File: src/rtl/axi_rd_burst_master_if.sv
// axi_rd_burst_master_if: user command/data stream and AXI4 AR/R channels of the burst read master.
interface axi_rd_burst_master_if #(
  parameter int DW = 128,
  parameter int UW = 16,
  parameter int AW = 32
);
  logic          u2a_valid, u2a_ready;
  logic [AW-1:0] u2a_addr;
  logic [15:0]   u2a_len;
  logic [UW-1:0] user_data;
  logic          user_valid, user_ready, user_last, user_err, err_sticky, busy;
  logic          arvalid, arready, arlock;
  logic [AW-1:0] araddr;
  logic [7:0]    arlen;
  logic [2:0]    arsize, arprot;
  logic [1:0]    arburst, rresp;
  logic [3:0]    arid, arcache, arqos, rid;
  logic [DW-1:0] rdata;
  logic          rvalid, rlast, rready;
  modport master (
    input  u2a_valid, u2a_addr, u2a_len, user_ready, arready, rid, rdata, rresp, rvalid, rlast,
    output u2a_ready, user_data, user_valid, user_last, user_err, err_sticky, busy,
           arvalid, araddr, arlen, arsize, arburst, arid, arlock, arcache, arprot, arqos, rready
  );
  modport slave (
    output u2a_valid, u2a_addr, u2a_len, user_ready, arready, rid, rdata, rresp, rvalid, rlast,
    input  u2a_ready, user_data, user_valid, user_last, user_err, err_sticky, busy,
           arvalid, araddr, arlen, arsize, arburst, arid, arlock, arcache, arprot, arqos, rready
  );
endinterface

File: src/rtl/axi_rd_burst_master.sv
// axi_rd_burst_master: splits one user read into 4 KB-safe AXI4 INCR bursts and narrows returned beats to user words.
module axi_rd_burst_master #(
  parameter int         P_AXI_DATA_WIDTH  = 128,
  parameter int         P_USER_DATA_WIDTH = 16,
  parameter int         P_AXI_ADDR_WIDTH  = 32,
  parameter int         P_MAX_BURST       = 16,
  parameter int         P_MAX_OUTSTANDING = 4,
  parameter logic [3:0] P_AXI_ID          = 4'd0
) (
  input logic i_clk,
  input logic i_rst_n,
  axi_rd_burst_master_if.master bus
);
  localparam int R  = P_AXI_DATA_WIDTH / P_USER_DATA_WIDTH;
  localparam int SZ = $clog2(P_AXI_DATA_WIDTH / 8);
  localparam int SW = R > 1 ? $clog2(R) : 1;
  localparam int OW = $clog2(P_MAX_OUTSTANDING + 1);
  localparam int AW = P_AXI_ADDR_WIDTH;
  localparam logic [SW-1:0] LAST = SW'(R - 1);
  typedef enum logic [1:0] {IDLE, ISSUE, DRAIN} state_t;
  state_t state, next;
  logic                        ready_q, hold_v, hold_e;
  logic [AW-1:0]               cur;
  logic [16:0]                 rem, cap, beats, rcv;
  logic [15:0]                 len_q;
  logic [12:0]                 to4k;
  logic [OW-1:0]               outs;
  logic [P_AXI_DATA_WIDTH-1:0] hold;
  logic [SW-1:0]               slice;
  logic                        accept, ar_hs, r_hs, pop, last_slice, unused_ok;
  assign bus.arsize  = 3'(SZ);
  assign bus.arburst = 2'b01;
  assign bus.arid    = P_AXI_ID;
  assign bus.arlock  = 1'b0;
  assign bus.arcache = 4'h3;
  assign bus.arprot  = 3'd0;
  assign bus.arqos   = 4'd0;
  assign unused_ok   = ^{bus.rid, bus.rresp[0], bus.u2a_addr[SZ-1:0]};
  // Beats left before the next 4 KB page, then clipped by the remaining count and max burst.
  assign to4k  = (13'd4096 - {1'b0, cur[11:0]}) >> SZ;
  assign cap   = rem > 17'(P_MAX_BURST) ? 17'(P_MAX_BURST) : rem;
  assign beats = cap > 17'(to4k) ? 17'(to4k) : cap;
  always_ff @(posedge i_clk or negedge i_rst_n)
    if (!i_rst_n) begin
      state   <= IDLE;
      ready_q <= 1'b0;
    end else begin
      state   <= next;
      ready_q <= next == IDLE;
    end
  always_comb begin
    next = state;
    case (state)
      IDLE:    if (accept) next = ISSUE;
      ISSUE:   if (ar_hs && rem == 17'(bus.arlen) + 17'd1) next = DRAIN;
      DRAIN:   if (pop && bus.user_last) next = IDLE;
      default: next = IDLE;
    endcase
  end
  always_comb begin
    last_slice     = slice == LAST;
    accept         = bus.u2a_valid & ready_q;
    ar_hs          = bus.arvalid & bus.arready;
    pop            = hold_v & bus.user_ready;
    bus.rready     = !hold_v | (last_slice & bus.user_ready);
    r_hs           = bus.rvalid & bus.rready;
    bus.u2a_ready  = ready_q;
    bus.busy       = state != IDLE;
    bus.user_valid = hold_v;
    bus.user_data  = hold[slice*P_USER_DATA_WIDTH +: P_USER_DATA_WIDTH];
    bus.user_err   = hold_e;
    bus.user_last  = hold_v & last_slice & (rcv == {1'b0, len_q} + 17'd1);
  end
  always_ff @(posedge i_clk or negedge i_rst_n)
    if (!i_rst_n) begin
      cur            <= '0;
      rem            <= '0;
      len_q          <= '0;
      rcv            <= '0;
      outs           <= '0;
      bus.arvalid    <= 1'b0;
      bus.araddr     <= '0;
      bus.arlen      <= '0;
      hold           <= '0;
      hold_v         <= 1'b0;
      hold_e         <= 1'b0;
      slice          <= '0;
      bus.err_sticky <= 1'b0;
    end else begin
      if (accept) begin
        cur   <= {bus.u2a_addr[AW-1:SZ], SZ'(0)};
        rem   <= 17'(bus.u2a_len) + 17'd1;
        len_q <= bus.u2a_len;
      end else if (ar_hs) begin
        cur <= cur + ((AW'(bus.arlen) + AW'(1)) << SZ);
        rem <= rem - 17'(bus.arlen) - 17'd1;
      end
      if (ar_hs) bus.arvalid <= 1'b0;
      else if (state == ISSUE && !bus.arvalid && outs < OW'(P_MAX_OUTSTANDING)) begin
        bus.arvalid <= 1'b1;
        bus.araddr  <= cur;
        bus.arlen   <= 8'(beats - 17'd1);
      end
      outs <= outs + OW'(ar_hs) - OW'(r_hs & bus.rlast);
      if (r_hs) begin
        hold   <= bus.rdata;
        hold_e <= bus.rresp[1];
      end
      rcv            <= accept ? '0 : rcv + 17'(r_hs);
      hold_v         <= r_hs | (hold_v & !(pop & last_slice));
      slice          <= pop ? (last_slice ? '0 : slice + SW'(1)) : slice;
      bus.err_sticky <= accept ? 1'b0 : bus.err_sticky | (r_hs & bus.rresp[1]);
    end
endmodule

File: src/flat_wrapper.sv
// flat-port wrapper written by rule: the top's interface ports become plain ports
module axi_rd_burst_master_flat 
#(
  parameter int         P_AXI_DATA_WIDTH  = 128,
  parameter int         P_USER_DATA_WIDTH = 16,
  parameter int         P_AXI_ADDR_WIDTH  = 32,
  parameter int         P_MAX_BURST       = 16,
  parameter int         P_MAX_OUTSTANDING = 4,
  parameter logic [3:0] P_AXI_ID          = 4'd0
)
  (i_clk, i_rst_n, bus_u2a_valid, bus_u2a_addr, bus_u2a_len, bus_user_ready, bus_arready, bus_rid, bus_rdata, bus_rresp, bus_rvalid, bus_rlast, bus_u2a_ready, bus_user_data, bus_user_valid, bus_user_last, bus_user_err, bus_err_sticky, bus_busy, bus_arvalid, bus_araddr, bus_arlen, bus_arsize, bus_arburst, bus_arid, bus_arlock, bus_arcache, bus_arprot, bus_arqos, bus_rready);
  axi_rd_burst_master_if #(.DW(128), .UW(16), .AW(32)) bus_i ();
  input logic i_clk;
  input logic i_rst_n;
  input wire logic [$bits(bus_i.u2a_valid)-1:0] bus_u2a_valid;
  input wire logic [$bits(bus_i.u2a_addr)-1:0] bus_u2a_addr;
  input wire logic [$bits(bus_i.u2a_len)-1:0] bus_u2a_len;
  input wire logic [$bits(bus_i.user_ready)-1:0] bus_user_ready;
  input wire logic [$bits(bus_i.arready)-1:0] bus_arready;
  input wire logic [$bits(bus_i.rid)-1:0] bus_rid;
  input wire logic [$bits(bus_i.rdata)-1:0] bus_rdata;
  input wire logic [$bits(bus_i.rresp)-1:0] bus_rresp;
  input wire logic [$bits(bus_i.rvalid)-1:0] bus_rvalid;
  input wire logic [$bits(bus_i.rlast)-1:0] bus_rlast;
  output wire logic [$bits(bus_i.u2a_ready)-1:0] bus_u2a_ready;
  output wire logic [$bits(bus_i.user_data)-1:0] bus_user_data;
  output wire logic [$bits(bus_i.user_valid)-1:0] bus_user_valid;
  output wire logic [$bits(bus_i.user_last)-1:0] bus_user_last;
  output wire logic [$bits(bus_i.user_err)-1:0] bus_user_err;
  output wire logic [$bits(bus_i.err_sticky)-1:0] bus_err_sticky;
  output wire logic [$bits(bus_i.busy)-1:0] bus_busy;
  output wire logic [$bits(bus_i.arvalid)-1:0] bus_arvalid;
  output wire logic [$bits(bus_i.araddr)-1:0] bus_araddr;
  output wire logic [$bits(bus_i.arlen)-1:0] bus_arlen;
  output wire logic [$bits(bus_i.arsize)-1:0] bus_arsize;
  output wire logic [$bits(bus_i.arburst)-1:0] bus_arburst;
  output wire logic [$bits(bus_i.arid)-1:0] bus_arid;
  output wire logic [$bits(bus_i.arlock)-1:0] bus_arlock;
  output wire logic [$bits(bus_i.arcache)-1:0] bus_arcache;
  output wire logic [$bits(bus_i.arprot)-1:0] bus_arprot;
  output wire logic [$bits(bus_i.arqos)-1:0] bus_arqos;
  output wire logic [$bits(bus_i.rready)-1:0] bus_rready;
  assign bus_i.u2a_valid = bus_u2a_valid;
  assign bus_i.u2a_addr = bus_u2a_addr;
  assign bus_i.u2a_len = bus_u2a_len;
  assign bus_i.user_ready = bus_user_ready;
  assign bus_i.arready = bus_arready;
  assign bus_i.rid = bus_rid;
  assign bus_i.rdata = bus_rdata;
  assign bus_i.rresp = bus_rresp;
  assign bus_i.rvalid = bus_rvalid;
  assign bus_i.rlast = bus_rlast;
  assign bus_u2a_ready = bus_i.u2a_ready;
  assign bus_user_data = bus_i.user_data;
  assign bus_user_valid = bus_i.user_valid;
  assign bus_user_last = bus_i.user_last;
  assign bus_user_err = bus_i.user_err;
  assign bus_err_sticky = bus_i.err_sticky;
  assign bus_busy = bus_i.busy;
  assign bus_arvalid = bus_i.arvalid;
  assign bus_araddr = bus_i.araddr;
  assign bus_arlen = bus_i.arlen;
  assign bus_arsize = bus_i.arsize;
  assign bus_arburst = bus_i.arburst;
  assign bus_arid = bus_i.arid;
  assign bus_arlock = bus_i.arlock;
  assign bus_arcache = bus_i.arcache;
  assign bus_arprot = bus_i.arprot;
  assign bus_arqos = bus_i.arqos;
  assign bus_rready = bus_i.rready;
  axi_rd_burst_master #(.P_AXI_DATA_WIDTH(P_AXI_DATA_WIDTH), .P_USER_DATA_WIDTH(P_USER_DATA_WIDTH), .P_AXI_ADDR_WIDTH(P_AXI_ADDR_WIDTH), .P_MAX_BURST(P_MAX_BURST), .P_MAX_OUTSTANDING(P_MAX_OUTSTANDING), .P_AXI_ID(P_AXI_ID)) u_core (.i_clk(i_clk), .i_rst_n(i_rst_n), .bus(bus_i));
endmodule
File: config.mk
export PLATFORM = sky130hd
export DESIGN_NAME = axi_rd_burst_master_flat
export DESIGN_NICKNAME = d
export VERILOG_FILES = /design/src/rtl/axi_rd_burst_master_if.sv /design/src/rtl/axi_rd_burst_master.sv /design/src/flat_wrapper.sv
export SDC_FILE = /design/constraint.sdc
export NUM_CORES = 1
export LEC_CHECK = 0
export ABC_CLOCK_PERIOD_IN_PS = 8600
export CORE_AREA = 8 8 169 171
export DETAILED_ROUTE_END_ITERATION = 12
export DIE_AREA = 0 0 177 179
export PLACE_DENSITY = 0.8
export SLEW_MARGIN = 5
export SYNTH_ARGS = -nofsm -noshare
export SYNTH_HDL_FRONTEND = slang
export SYNTH_SLANG_ARGS = --single-unit
File: constraint.sdc
create_clock -name i_clk -period 8.6 [get_ports i_clk]
set_input_delay 1.72 -clock i_clk [delete_from_list [all_inputs] [get_ports i_clk]]
set_output_delay 1.72 -clock i_clk [all_outputs]
set_load 0.02 [all_outputs]
==> metrics.txt <==
Port Buffers=between 200 and 250; Pwr Density=~350 nW/µm²; first-pass GRT wire length=63500 µm; cell with the most instances after synthesis=nand2_1; Skew-Pair Late Insertion Delay=roughly 0.55 ns; post-synth top area share=0.456; hold wc startpoint=u_core.bus.araddr[25]$_DFFE_PN0P_; Leakage=slightly above 8 nW; Core Footprint=between 20000 and 30000 µm²; final layout net count=between 2000 and 2500; status=finished clean; share of cells above drive strength 1=0.0661; setup violators final=0; Req. time, crit path=between 6 and 7 ns; GP Congestion=a little under 0.9; final instance area=between 15000 and 20000 µm²; Area after DPL=about 17000 µm²; WS Path Type=flip-flop to primary output; r2r setup slk=4.38 ns; R2R depth=15; final period utilization=0.609; # rows=59; ys async rst share=1.00; CTS tree=done; Max Cap Viol=0; initial drt markers=between 1000 and 1500; H-tree levels=1; TritonCTS Buffers=28; Fmax achieved=~0.19 GHz; Final Hold Vio Count=0; Die W=177 µm; Longest Clk Path Bufs=3; antenna violations before repair=1; residual DRC count=0; placed cells=2101; ys flop type=dfrtp_1; DP Wirelength=28000 µm; WL per Instance=~18 µm; largest net degree at the start of global routing=approximately 170; chip height=about 180 µm; post-synthesis sequential area ratio=0.456; clock tree root driver cell=clkbuf_16; gr usage total=0.248; slew at the pin with the worst max-slew slack=0.995 ns; I/O pins=around 270; hold path endpoint=u_core.bus.araddr[25]$_DFFE_PN0P_; Arr. time, crit path=approximately 3.5 ns; number of global-route vias before repair=between 10000 and 15000; Hold Path Class=flip-flop to flip-flop; Setup Total Neg Slack=0 ns; register bit count reported by yosys=about 260; cells after synthesis=roughly 1600; RSZ-0062 raised after global routing=false; Pre-antenna DRT Iters=7; Startpoint Class=flip-flop; largest area contributor in the netlist=dfrtp_1; largest cells by area after synthesis=dfrtp_1, nand2_1, mux4_2; Unique masters post-synth=slightly below 60; Initial Utilization=0.543; Yosys Warn Count=0; grt ovf=0; crit path capture type=primary output; Die Footprint=~32000 µm²; Routed WL=about 40000 µm; worst setup path start=u_core.slice[2]$_DFFE_PN0P_; Commonest cells post-synth=nand2_1, dfrtp_1, clkbuf_1; reg2reg start=u_core.rem[13]$_DFFE_PN0P_; post-layout util=0.678; final std cells w/o fill=~2200; Slew headroom=0.319; CTS Sinks=255; Syn Area/Cell=8.77 µm²; ANT nets after route=0; CTS Hold Bufs=0; Cell Area, Synth=14000 µm²; Area Growth Syn to Fin=25.0%; setup bufs post-CTS=0; cts repair resizes=0; number of enable flip-flop cells after synthesis=0; fin crit period=5.24 ns; crit-path max FO=18; Clock Pin Slew Worst Setup and Hold Paths=0.06 ns; Final Max Tran Viols=0; final worst clock skew=0.0120 ns; reg-to-reg endpoint=u_core.bus.arlen[4]$_DFFE_PN0P_; via/cell ratio=roughly 5.6; via count=11950; maximum vdd drop=between 0.2 and 0.3 mV; hold depth=2
[placed cells by master (no fill, tap or decap), drive strengths merged, types with 9 or more instances in the layout]
| master | netlist | routed |
|---|---|---|
| and3 | 9 | 9 |
| a31oi | 9 | 9 |
| inv | 32 | 34 |
| clkbuf | 68 | 39 |
| mux2 | 19 | 19 |
| mux4 | 32 | 32 |
| conb | 2 | 29 |
| nand2 | 607 | 607 |
| buf | 36 | 12 |
| a21oi | 40 | 40 |
| xnor2 | 51 | 51 |
| xor2 | 48 | 48 |
| nor3 | 26 | 26 |
| nand4 | 12 | 12 |
| clkdlybuf4s50 | 0 | 238 |
| dfrtp | 255 | 255 |
| mux2i | 17 | 17 |
| nor2 | 60 | 60 |
| or3 | 9 | 9 |
| ha | 38 | 38 |
| and2 | 17 | 17 |
| a21o | 9 | 9 |
| nor4 | 9 | 9 |
| nand3 | 49 | 49 |
| o21ai | 53 | 53 |
[worst max-delay path by stage]
stage / to / depth (start not counted)
2_1_floorplan: bus_user_last / 7
3_3_place_gp: bus_rready / 4
3_5_place_dp: bus_rready / 4
4_1_cts: bus_user_last / 8
5_1_grt: bus_user_last / 8
6_report: bus_user_last / 8
[metrics by stage]
step	total power, mW	setup slack, ns	hold WS (ns)
finish	6.08	3.36	0.470
global route	6.45	3.22	0.491
CTS	6.09	3.37	0.474
detailed placement	4.80	3.79	0.457
global placement	4.68	3.80	0.452
floorplan	3.82	4.77	0.440
[flip-flops by register name (all words and copies together) (netlist names), 8 cells and up]
signal and count:
u_core.bus.araddr 28, u_core.bus.arlen 8, u_core.cur 28, u_core.hold 128
u_core.len_q 16, u_core.rcv 17, u_core.rem 17
[cells by family after synthesis]
group / after synthesis / synth area share
compound gates: 158 / 0.0697
fa+ha+maj: 41 / 0.0383
mux: 68 / 0.0790
simple gates: 833 / 0.250
other cells: 2 / 0.000537
xor+xnor: 99 / 0.0620
buf+inv: 137 / 0.0439
flops: 255 / 0.456
[area by class of cell]
cell class              count  area [µm²]
clock inverters            11         173
fillers                  1979        8280
multi-input cells        1228        7100
inverters                  33         126
clock buffers              39         782
flip-flops and latches    255        6380
diodes                      2        5.00
repair buffers            250        2490
well taps                 335         419
[power by group]
| group | switching [mW] | leakage (nW) | internal, mW | total [mW] |
|---|---|---|---|---|
| logic | 1.51 | 4.55 | 1.29 | 2.80 |
| registers | 0.379 | 3.17 | 1.65 | 2.03 |
| clock network | 0.496 | 0.466 | 0.754 | 1.25 |
[per-layer routing]
layer  GRT usage  share of wire
met1       0.316           0.41
met2       0.426           0.50
met3      0.0404          0.066
met4      0.0757          0.028
met5           0        0.00028
[worst max-delay path, stage by stage, from the launching register on]
cell and delay [ns]:
dfrtp_1 0.93, ha_1 0.34, nand3_1 0.09, a211o_1 0.29, nor4_1 0.17, nand4_1 0.23
nor2_1 0.15, o21a_1 0.15, clkdlybuf4s50_1 0.61
(Power assumes the default switching activity.)
